--- src/rtl/pwm_dc_ramp.sv ---
// pwm_dc_ramp
// Soft-start / slew-rate limiter feeding the 7-bit duty-cycle input of the pwm
// stage. A requested target (percent) is accepted over a valid/ready handshake
// and the registered dc output walks toward it by STEP once every TICK_DIV
// clocks, so the PWM output never sees an abrupt duty change.
//
// Ports:
//   clk          in   system clock, all logic on the rising edge
//   reset        in   synchronous, active-high reset
//   target_dc    in   [6:0] requested duty cycle, percent (values > DC_MAX clamp)
//   target_valid in   target_dc is valid this cycle
//   target_ready out  block can accept a target this cycle (~reset & ~hold)
//   hold         in   freeze ramp: dc, prescaler and state keep their value
//   dc           out  [6:0] registered duty cycle to the pwm stage
//   at_target    out  dc equals the captured target (state IDLE)
//   ramping      out  high while ramping up or down
module pwm_dc_ramp #(
   parameter int DC_MAX   = 100,
   parameter int STEP     = 1,
   parameter int TICK_DIV = 256
) (
   input  logic       clk,
   input  logic       reset,
   input  logic [6:0] target_dc,
   input  logic       target_valid,
   output logic       target_ready,
   input  logic       hold,
   output logic [6:0] dc,
   output logic       at_target,
   output logic       ramping
);

   localparam int PW = $clog2(TICK_DIV);

   typedef enum logic [1:0] {
      IDLE      = 2'd0,
      RAMP_UP   = 2'd1,
      RAMP_DOWN = 2'd2
   } state_t;

   state_t          state_q, state_d;
   logic [6:0]      dc_q, dc_d;
   logic [6:0]      target_q, target_d;
   logic [PW-1:0]   presc_q, presc_d;

   logic            accept;
   logic            tick;
   logic [6:0]      target_clamped;
   logic [7:0]      up_sum;
   logic [7:0]      down_limit;

   assign target_ready   = ~reset & ~hold;
   assign accept         = target_valid & target_ready;
   assign tick           = (presc_q == PW'(TICK_DIV - 1)) & ~hold;
   assign target_clamped = (target_dc > 7'(DC_MAX)) ? 7'(DC_MAX) : target_dc;

   // 8-bit arithmetic so neither direction can wrap around the 7-bit range:
   // the up step saturates at the target, and the down step lands on the
   // target whenever dc - STEP would fall at or below it.
   assign up_sum     = {1'b0, dc_q} + 8'(STEP);
   assign down_limit = {1'b0, target_q} + 8'(STEP);

   always_comb begin
      state_d  = state_q;
      dc_d     = dc_q;
      target_d = target_q;
      presc_d  = presc_q;

      if (!hold) begin
         if (accept) begin
            // Acceptance wins over a coincident tick: dc stays put and the
            // prescaler restarts so the first step is a full period away.
            target_d = target_clamped;
            presc_d  = '0;
         end else begin
            case (state_q)
               RAMP_UP: begin
                  if (tick) begin
                     presc_d = '0;
                     dc_d    = (up_sum >= {1'b0, target_q}) ? target_q : up_sum[6:0];
                  end else begin
                     presc_d = presc_q + PW'(1);
                  end
               end
               RAMP_DOWN: begin
                  if (tick) begin
                     presc_d = '0;
                     dc_d    = ({1'b0, dc_q} <= down_limit) ? target_q : (dc_q - 7'(STEP));
                  end else begin
                     presc_d = presc_q + PW'(1);
                  end
               end
               default: presc_d = '0;
            endcase
         end

         // Direction is always derived from where dc and the target will be,
         // so a mid-ramp target simply reverses course without a dc jump.
         if (dc_d < target_d) begin
            state_d = RAMP_UP;
         end else if (dc_d > target_d) begin
            state_d = RAMP_DOWN;
         end else begin
            state_d = IDLE;
         end
      end
   end

   always_ff @(posedge clk) begin
      if (reset) begin
         state_q  <= IDLE;
         dc_q     <= '0;
         target_q <= '0;
         presc_q  <= '0;
      end else begin
         state_q  <= state_d;
         dc_q     <= dc_d;
         target_q <= target_d;
         presc_q  <= presc_d;
      end
   end

   assign dc        = dc_q;
   assign at_target = (state_q == IDLE);
   assign ramping   = ~at_target;

endmodule
--- config.mk ---
export PLATFORM = sky130hd
export DESIGN_NAME = pwm_dc_ramp
export DESIGN_NICKNAME = d
export VERILOG_FILES = /design/src/rtl/pwm_dc_ramp.sv
export SDC_FILE = /design/constraint.sdc
export NUM_CORES = 1
export LEC_CHECK = 0
export BUFFER_PORTS_ARGS = -buffer_cell sky130_fd_sc_hd__buf_2
export CORE_ASPECT_RATIO = 2
export CORE_MARGIN = 2
export CORE_UTILIZATION = 55
export DETAILED_ROUTE_END_ITERATION = 8
export PLACE_DENSITY = 0.84
export SYNTH_ARGS = -nofsm -noshare
export SYNTH_HDL_FRONTEND = slang
export SYNTH_SLANG_ARGS = --single-unit
--- constraint.sdc ---
create_clock -name clk -period 7.7 [get_ports clk]
set_clock_uncertainty 0.15 [all_clocks]
set_input_delay 1.54 -clock clk [delete_from_list [all_inputs] [get_ports clk]]
set_output_delay 1.54 -clock clk [all_outputs]
set_load 0.02 [all_outputs]
==> results.md, run 1 <==
- Netlist area before placement: between 2000 and 2500 µm²
- Hold buffer count at CTS: 0
- Class of the tightest hold or removal check: register to register
- Endpoint of the lowest-slack register-to-register path: state_q[1]
- Switching power: 413.6 µW
- Required time of the worst setup path: 7760 ps
- Post-CTS resize count: 0
- Final RePlAce weighted congestion: just under 1
- Number of max-slew violations in the final report: 0
- Flip-flop and latch count after synthesis: 24
- Count of port buffers added during placement: 20
- Final Net Count: between 300 and 400
- Commonest non-fill, non-tap cells in the layout: sky130_fd_sc_hd__nor2_1 (41), sky130_fd_sc_hd__ha_1 (28), sky130_fd_sc_hd__dfxtp_1 (24)
- Count of max-cap constraint violations: 0
- Crit path time final: 4881 ps
- Final non-filler cell area: 2479 µm²
- VDD IR-drop max: between 0.2 and 0.3 mV
- Vias in the first global route: between 2000 and 2500
- Drc violations: 0
- Critical register-to-register path startpoint: dc[2]
- Core ar.: 4088 µm²
- FILL cells: 388
- Post-placement worst setup slack: 2833 ps
- Routed length per placed instance: 17.67 µm
- Part of the cycle the worst path needs: 63.39%
- Setup TNS: 0 ps
- First-pass GRT wire length: roughly 11000 µm
- Boundary pin count: 21
- Setup repair after global routing missed its margin: no
- Slowest library cell on the worst path: sky130_fd_sc_hd__dfxtp_1
- Fraction of layout cells with a size suffix above 1: a little over a tenth
- Mean cell area of the mapped netlist: 7.655 µm²
- Footprint of the flip-flops and latches: 480.5 µm²
- Area growth from synthesis to final layout: 6.163%
- Fraction of registers with async set/reset: 0%
- Count of TritonRoute iterations in the first routing pass: 5
- Remaining global-route overflow: 0
- Starting density of the core: 57.12%
- Number of enable-type register cells in the synthesized netlist: 0
- Row count: 33
- Number of cells on the worst reg-to-reg path: 16
- Post-detailed-route count of antenna-violating nets: 0
- Antenna violations before repair: 0
- Sequential share of power: 21.9%
- Ant diodes: 0
- Die width: 50.07 µm
- Final HPWL DP: between 5000 and 6000 µm
- Drt first-iter violations: 125
- Critical Path, Cell by Cell: nand3_1 -> nor3_1 -> xor2_1 -> ha_1 -> a21o_1 -> a221o_1 -> a31o_1 -> and4_1 -> a311oi_1 -> a31oi_1 -> ha_1 -> nand4_1 -> a21oi_1 -> a211oi_1 -> or3_1 -> a21oi_1
- Endpoint of the most critical setup path: state_q[1]
- Crit Path Max Fanout: 16
- CP Capture Type: register
- Clock-pin slew on the worst setup and hold paths: approximately 80 ps
- Outcome: completed
- Global-route usage over all layers: between 20 and 30%
- Setup-failing EPs final: 0
- Switching power as a share of total power: 49.87%
- Leak pwr: 0.0009956 µW
- Netlist cell types: a little under 60
- Overall die area: slightly below 5000 µm²
- Launch point of the worst path: dc[2]
- Worst-skew pair later-pin latency: 270 ps
- Via count: between 2000 and 2500
- Drt total wl: 6396 µm
- Element type at the critical path start: register
- Worst Max-Slew Pin Slew: 969.7 ps
- Startpoint-to-endpoint class of the critical path: register to register
- Sequential cell area fraction in the yosys report: 20.58%
- Post-Syn Instances: 305
- Power density over the cells: 334.6 nW/µm²
- Multi-input logic area: 1698 µm²
- Data arrival time of the critical path: 4940 ps
- Number of buffers added for setup after CTS: 0
- Average via count per standard cell: 6.464
- Largest buffer count on any clock path: 2
- Clock tree root driver cell: sky130_fd_sc_hd__clkbuf_8
- Combinational Power Share: 64.8%
- Placed cell areas: between 2000 and 2500 µm²
- Largest net degree at the start of global routing: 25
- Fin. Hold Viols: 0
- Worst slew margin: 35.11%
- Cell-internal power: 415.8 µW
- Warnings, synthesis: 0
- H-tree lvl count: 1
- Num CTS Buffers: 3
- Syn nets: 344
- Most frequent standard cell in the layout excluding fill and tap cells: sky130_fd_sc_hd__nor2_1
- Total clock sinks: 24
- Final Total Pwr: 829.4 µW
- Max Freq: 204.9 MHz
- Maximum cell stage delay along the critical path: 720 ps
- Power share of the clock group: 13.3%
- Post-route setup slack: 2819 ps
- Reg2reg setup slack: around 2800 ps
- Main synth FF type: sky130_fd_sc_hd__dfxtp_1
- Vertical extent of the die: 96.14 µm
- Clock tree from TritonCTS: yes
## cells in the mapped netlist, drive strengths merged, types with 3 or more instances
cell type | count | area share (%)
dfxtp | 24 | 21
o21ai | 12 | 2.6
buf | 10 | 2.5
inv | 17 | 2.7
or2 | 4 | 1.1
nand4b | 3 | 1.1
nand4 | 3 | 0.80
a311oi | 9 | 3.6
a211oi | 3 | 0.96
or3 | 3 | 0.80
xnor2 | 11 | 4.1
and3 | 4 | 1.1
nor3 | 8 | 1.9
a31oi | 7 | 1.9
o31ai | 4 | 1.3
xor2 | 10 | 3.8
nor2 | 42 | 6.9
mux2i | 5 | 2.1
a21oi | 14 | 3.0
a21o | 4 | 1.3
nor2b | 4 | 1.1
clkbuf | 9 | 1.4
nand3 | 18 | 4.1
nand2 | 18 | 2.9
ha | 28 | 15
## power groups by stage
stage          combinational, µW  clock, µW  sequential [µW]
2_1_floorplan                422          0              172
3_3_place_gp                 513          0              182
3_5_place_dp                 524          0              183
4_1_cts                      528        113              180
5_1_grt                      583        118              186
6_report                     538        110              181
## area by class of cell
cell class / instances / share of cell area (%)
clock inverters: 1 / 1.212
inverters: 17 / 2.574
repair buffers: 20 / 4.038
clock buffers: 3 / 1.666
multi-input cells: 245 / 68.50
flip-flops and latches: 24 / 19.38
well taps: 52 / 2.625
## flip-flops by register name, indices dropped and copies added, names as in the netlist
| register | flops |
|---|---|
| state_q | 2 |
| target_q | 7 |
| dc | 7 |
| presc_q | 8 |
## per-stage QoR
stage	utilization (%)	hold WS [ps]	std cells
final	60.64	355.1	362
after global routing	60.64	375.1	362
after CTS	60.64	355.1	362
after detailed placement	58.89	341.0	358
after global placement	58.89	324.0	358
after floorplan	-	312.1	305
## per-layer routing
| metal | part of all wire [%] | wire length, µm | vias up | GRT usage, % |
|---|---|---|---|---|
| met2 | 54 | 3430 | 103 | 52.63 |
| met1 | 36 | 2285 | 1085 | 28.26 |
| met5 | 0 | 0 | - | 0 |
| met4 | 6.5 | 413 | 0 | 21.99 |
| met3 | 4.2 | 267 | 35 | 2.950 |
| li1 | - | - | 1117 | - |
## worst min-delay path by stage
stage / end / start / slack, ps / cells after the start
floorplan: state_q[1] / state_q[1] / 310 / 2
global placement: state_q[1] / state_q[1] / 320 / 2
detailed placement: state_q[1] / state_q[1] / 340 / 2
CTS: state_q[1] / state_q[1] / 360 / 2
global route: state_q[1] / state_q[1] / 380 / 2
finish: state_q[1] / state_q[1] / 360 / 2
## logic make-up after synthesis
logic type	after synthesis	synth area share, %
AOI/OAI and AO/OA	72	22.03
muxes	5	2.144
adders and majority gates	28	15.01
xor gates and xnor gates	21	7.878
DFF	24	20.58
and+or+nand+nor	119	25.67
buffers and inverters	36	6.699
## worst max-delay path: cells and delay by family (launching register included)
| family | cells | cell delay [ps] |
|---|---|---|
| and+or+nand+nor | 5 | 1370 |
| adders and majority gates | 2 | 570 |
| AOI/OAI and AO/OA | 8 | 1800 |
| DFF | 1 | 720 |
| xor gates and xnor gates | 1 | 190 |
Note: power is estimated with default switching activity, not from simulation.
==> run 2, diff against run 1 <==
==> constraint.sdc (replaced) <==
create_clock -name clk -period 4.6 [get_ports clk]
set_clock_uncertainty 0.15 [all_clocks]
set_input_delay 0.92 -clock clk [delete_from_list [all_inputs] [get_ports clk]]
set_output_delay 0.92 -clock clk [all_outputs]
set_load 0.02 [all_outputs]
==> run 2 against run 1 <==
Net effect:
- total power is 78% higher
- clock power is 74% higher
- cell count is 3.6% higher
- sequential power is 51% higher
- critical endpoint unchanged
- critical path type unchanged
- wire length is 15% higher
- core utilization is 2.5 points higher
- fmax is 9.8% higher
- final area is 4.2% higher
- via count is 8.6% higher
- non-clock buffer count is 13 higher
- largest power group unchanged
- global-route usage is 3.8 points higher
- die area stayed put
==> results.md, run 2 (synthesis gave the netlist of run 1 again) <==
- Critical register-to-register path startpoint: dc[2]
- Startpoint of the most critical hold path: presc_q[1]
- H-tree lvl count: 1 (unchanged)
- Vias in the first global route: 2475 (+3.7%)
- Worst slew margin: 33.02% (-2.1 points)
- Final RePlAce weighted congestion: 0.9980 (+2.9%)
- Max Freq: 225.0 MHz (+9.8%)
- Vertical extent of the die: 96.14 µm (unchanged)
- Maximum cell stage delay along the critical path: 390 ps (-330 ps)
- Drt total wl: 7373 µm (+15%)
- Critical Path, Cell by Cell: buf_4 -> and4_4 -> nand2_1 -> xnor2_1 -> ha_1 -> a221o_1 -> a31o_1 -> and4_1 -> a311oi_1 -> a31oi_1 -> ha_1 -> nand4_1 -> a21oi_1 -> a211oi_1 -> or3_1 -> a21oi_1
- Commonest non-fill, non-tap cells in the layout: sky130_fd_sc_hd__nor2_1 (41), sky130_fd_sc_hd__ha_1 (28), sky130_fd_sc_hd__dfxtp_1 (23)
- Count of max-cap constraint violations: 0 (unchanged)
- Leak pwr: 0.001063 µW (+6.8%)
- Data arrival time of the critical path: 4510 ps (-430 ps)
- Remaining global-route overflow: 0 (unchanged)
- Ant diodes: 0 (unchanged)
- Clock tree from TritonCTS: yes
- Number of cells on the worst reg-to-reg path: 16 (unchanged)
- Fin. Hold Viols: 0 (unchanged)
- Starting density of the core: 57.12% (unchanged)
- Met2 global-route usage: 59.98% (+7.3 points)
- Worst Max-Slew Pin Slew: 1001 ps (+31.32 ps)
- Power density over the cells: 571.4 nW/µm² (+71%)
- Final HPWL DP: 5564 µm (+11%)
- Routed length per placed instance: 19.66 µm (+11%)
- Worst-skew pair later-pin latency: 280 ps (about the same)
- Core ar.: 4088 µm² (unchanged)
- Hold Crit Endpoint: presc_q[1]
- Drt first-iter violations: 186 (+49%)
- Hold buffer count at CTS: 0 (unchanged)
- Global-route layer with the greatest usage: met2
- Overall die area: 4814 µm² (unchanged)
- Setup-failing EPs final: 0 (unchanged)
- Most frequent standard cell in the layout excluding fill and tap cells: sky130_fd_sc_hd__nor2_1
- Die width: 50.07 µm (unchanged)
- Hold Path Stages: 2 (unchanged)
- Count of TritonRoute iterations in the first routing pass: 5 (unchanged)
- Outcome: completed
- Part of the cycle the worst path needs: 96.64% (+33 points)
- Largest Register: presc_q
- First-pass GRT wire length: 11760 µm (+11%)
- Largest net degree at the start of global routing: 21 (-16%)
- Crit Path Max Fanout: 15 (-1)
- CP Capture Type: register
- Clock tree root driver cell: sky130_fd_sc_hd__clkbuf_8
- Slowest library cell on the worst path: sky130_fd_sc_hd__dfxtp_1
- Average via count per standard cell: 6.776 (+4.8%)
- Met1 track utilization from global routing: 30.86% (+2.6 points)
- Final Total Pwr: 1476 µW (+78%)
- Num CTS Buffers: 3 (unchanged)
- Row count: 33 (unchanged)
- Clock-pin slew on the worst setup and hold paths: 90 ps (about the same)
- Fraction of layout cells with a size suffix above 1: 15.17% (+4.2 points)
- Area growth from synthesis to final layout: 10.61%
- Final Net Count: 363 (+3.7%)
- FILL cells: 361 (-7.0%)
- Number of max-slew violations in the final report: 0 (unchanged)
- Worst path buffer plus inverter count: 1 (+1)
- Crit path time final: 4445 ps (-435.7 ps)
- Setup repair after global routing missed its margin: no
- Drc violations: 0 (unchanged)
- Dominant delay contributor by cell family on the critical path: compound AO/OA/AOI/OAI gates
- Footprint of the flip-flops and latches: 481.7 µm² (+0.26%)
- Post-detailed-route count of antenna-violating nets: 0 (unchanged)
- Antenna violations before repair: 0 (unchanged)
- Setup TNS: 0 ps (unchanged)
- Total clock sinks: 24 (unchanged)
- Number of buffers added for setup after CTS: 0 (unchanged)
- Element type at the critical path start: register
- Multi-input logic area: 1703 µm² (+0.29%)
- Class of the tightest hold or removal check: register to register
- Boundary pin count: 21 (unchanged)
- Required time of the worst setup path: 4670 ps (-3090 ps)
- VDD IR-drop max: 0.4929 mV (+70%)
- Via count: 2541 (+8.6%)
- Global-route usage over all layers: 32.32% (+3.8 points)
- Largest buffer count on any clock path: 2 (unchanged)
- Endpoint of the lowest-slack register-to-register path: state_q[1]
- Reg2reg setup slack: 150 ps (-2660 ps)
- Number of flip-flops under the largest register name: 8 (unchanged)
- Met3 Resource Use GR: 3.416% (+0.47 points)
- Startpoint-to-endpoint class of the critical path: register to register
- Count of port buffers added during placement: 20 (unchanged)
==> run 2: changes by cell type in the layout (fill, tap and decap cells not counted) <==
cell                      before  now
sky130_fd_sc_hd__nor3_2        1    2
sky130_fd_sc_hd__buf_4         0   13
sky130_fd_sc_hd__dfxtp_2       0    1
sky130_fd_sc_hd__nor3_1        7    6
sky130_fd_sc_hd__dfxtp_1      24   23
==> run 2: how the worst max path moves through the flow <==
stage,from,end,depth (start not counted)
after global placement,dc[1],state_q[1],16
after CTS,dc[1],state_q[1],16
after global routing,dc[1],state_q[1],16
final,dc[2],state_q[1],16
after floorplan,dc[2],state_q[1],19
after detailed placement,dc[1],state_q[1],17
==> run 2: timing repair <==
item,CTS,global route
resized for setup,0,2
hold endpoints to repair,0,0
setup endpoints to repair,0,2
==> run 2: metal layers <==
metal,share of wire (%),up-vias
met3,7.0,64
met2,52,180
met5,0,-
met1,33,1156
li1,-,1141
met4,8.5,0
==> run 2: worst register-to-register path, stage by stage (launching register included) <==
cell and delay, ps:
sky130_fd_sc_hd__dfxtp_1 390, sky130_fd_sc_hd__buf_4 250, sky130_fd_sc_hd__and4_4 250, sky130_fd_sc_hd__nand2_1 70, sky130_fd_sc_hd__xnor2_1 250, sky130_fd_sc_hd__ha_1 290
sky130_fd_sc_hd__a221o_1 350, sky130_fd_sc_hd__a31o_1 380, sky130_fd_sc_hd__and4_1 310, sky130_fd_sc_hd__a311oi_1 340, sky130_fd_sc_hd__a31oi_1 150, sky130_fd_sc_hd__ha_1 320
sky130_fd_sc_hd__nand4_1 150, sky130_fd_sc_hd__a21oi_1 170, sky130_fd_sc_hd__a211oi_1 80, sky130_fd_sc_hd__or3_1 350, sky130_fd_sc_hd__a21oi_1 120
==> run 2: power breakdown <==
| group | leakage, µW | switching, µW | internal, µW | total (µW) |
|---|---|---|---|---|
| clock | 0.0000357 | 74.5 | 117 | 191 |
| combinational | 0.000832 | 632 | 379 | 1010 |
| sequential | 0.000196 | 36.1 | 237 | 273 |
| total | 0.00106 | 743 | 733 | 1480 |
==> run 2: area by class of cell <==
| cell class | count | share of cell area (%) |
|---|---|---|
| timing repair buffer | 33 | 7.655 |
| tap | 52 | 2.519 |
| sequential | 24 | 18.65 |
| clock inverter | 1 | 1.163 |
| clock buffer | 3 | 1.599 |
| inverter | 17 | 2.471 |
| multi-input combinational | 245 | 65.94 |
==> run 2: metrics by stage <==
step	util [%]	cell area (µm²)	std cells	setup slack [ps]	hold slack (ps)
CTS	63.02	2576	375	50.59	361.6
global route	63.18	2582	375	2.599	384.7
floorplan	-	2335	305	476.6	312.1
finish	63.18	2582	375	154.7	368.2
global placement	61.28	2505	371	408.9	335.6
detailed placement	61.28	2505	371	217.0	347.6
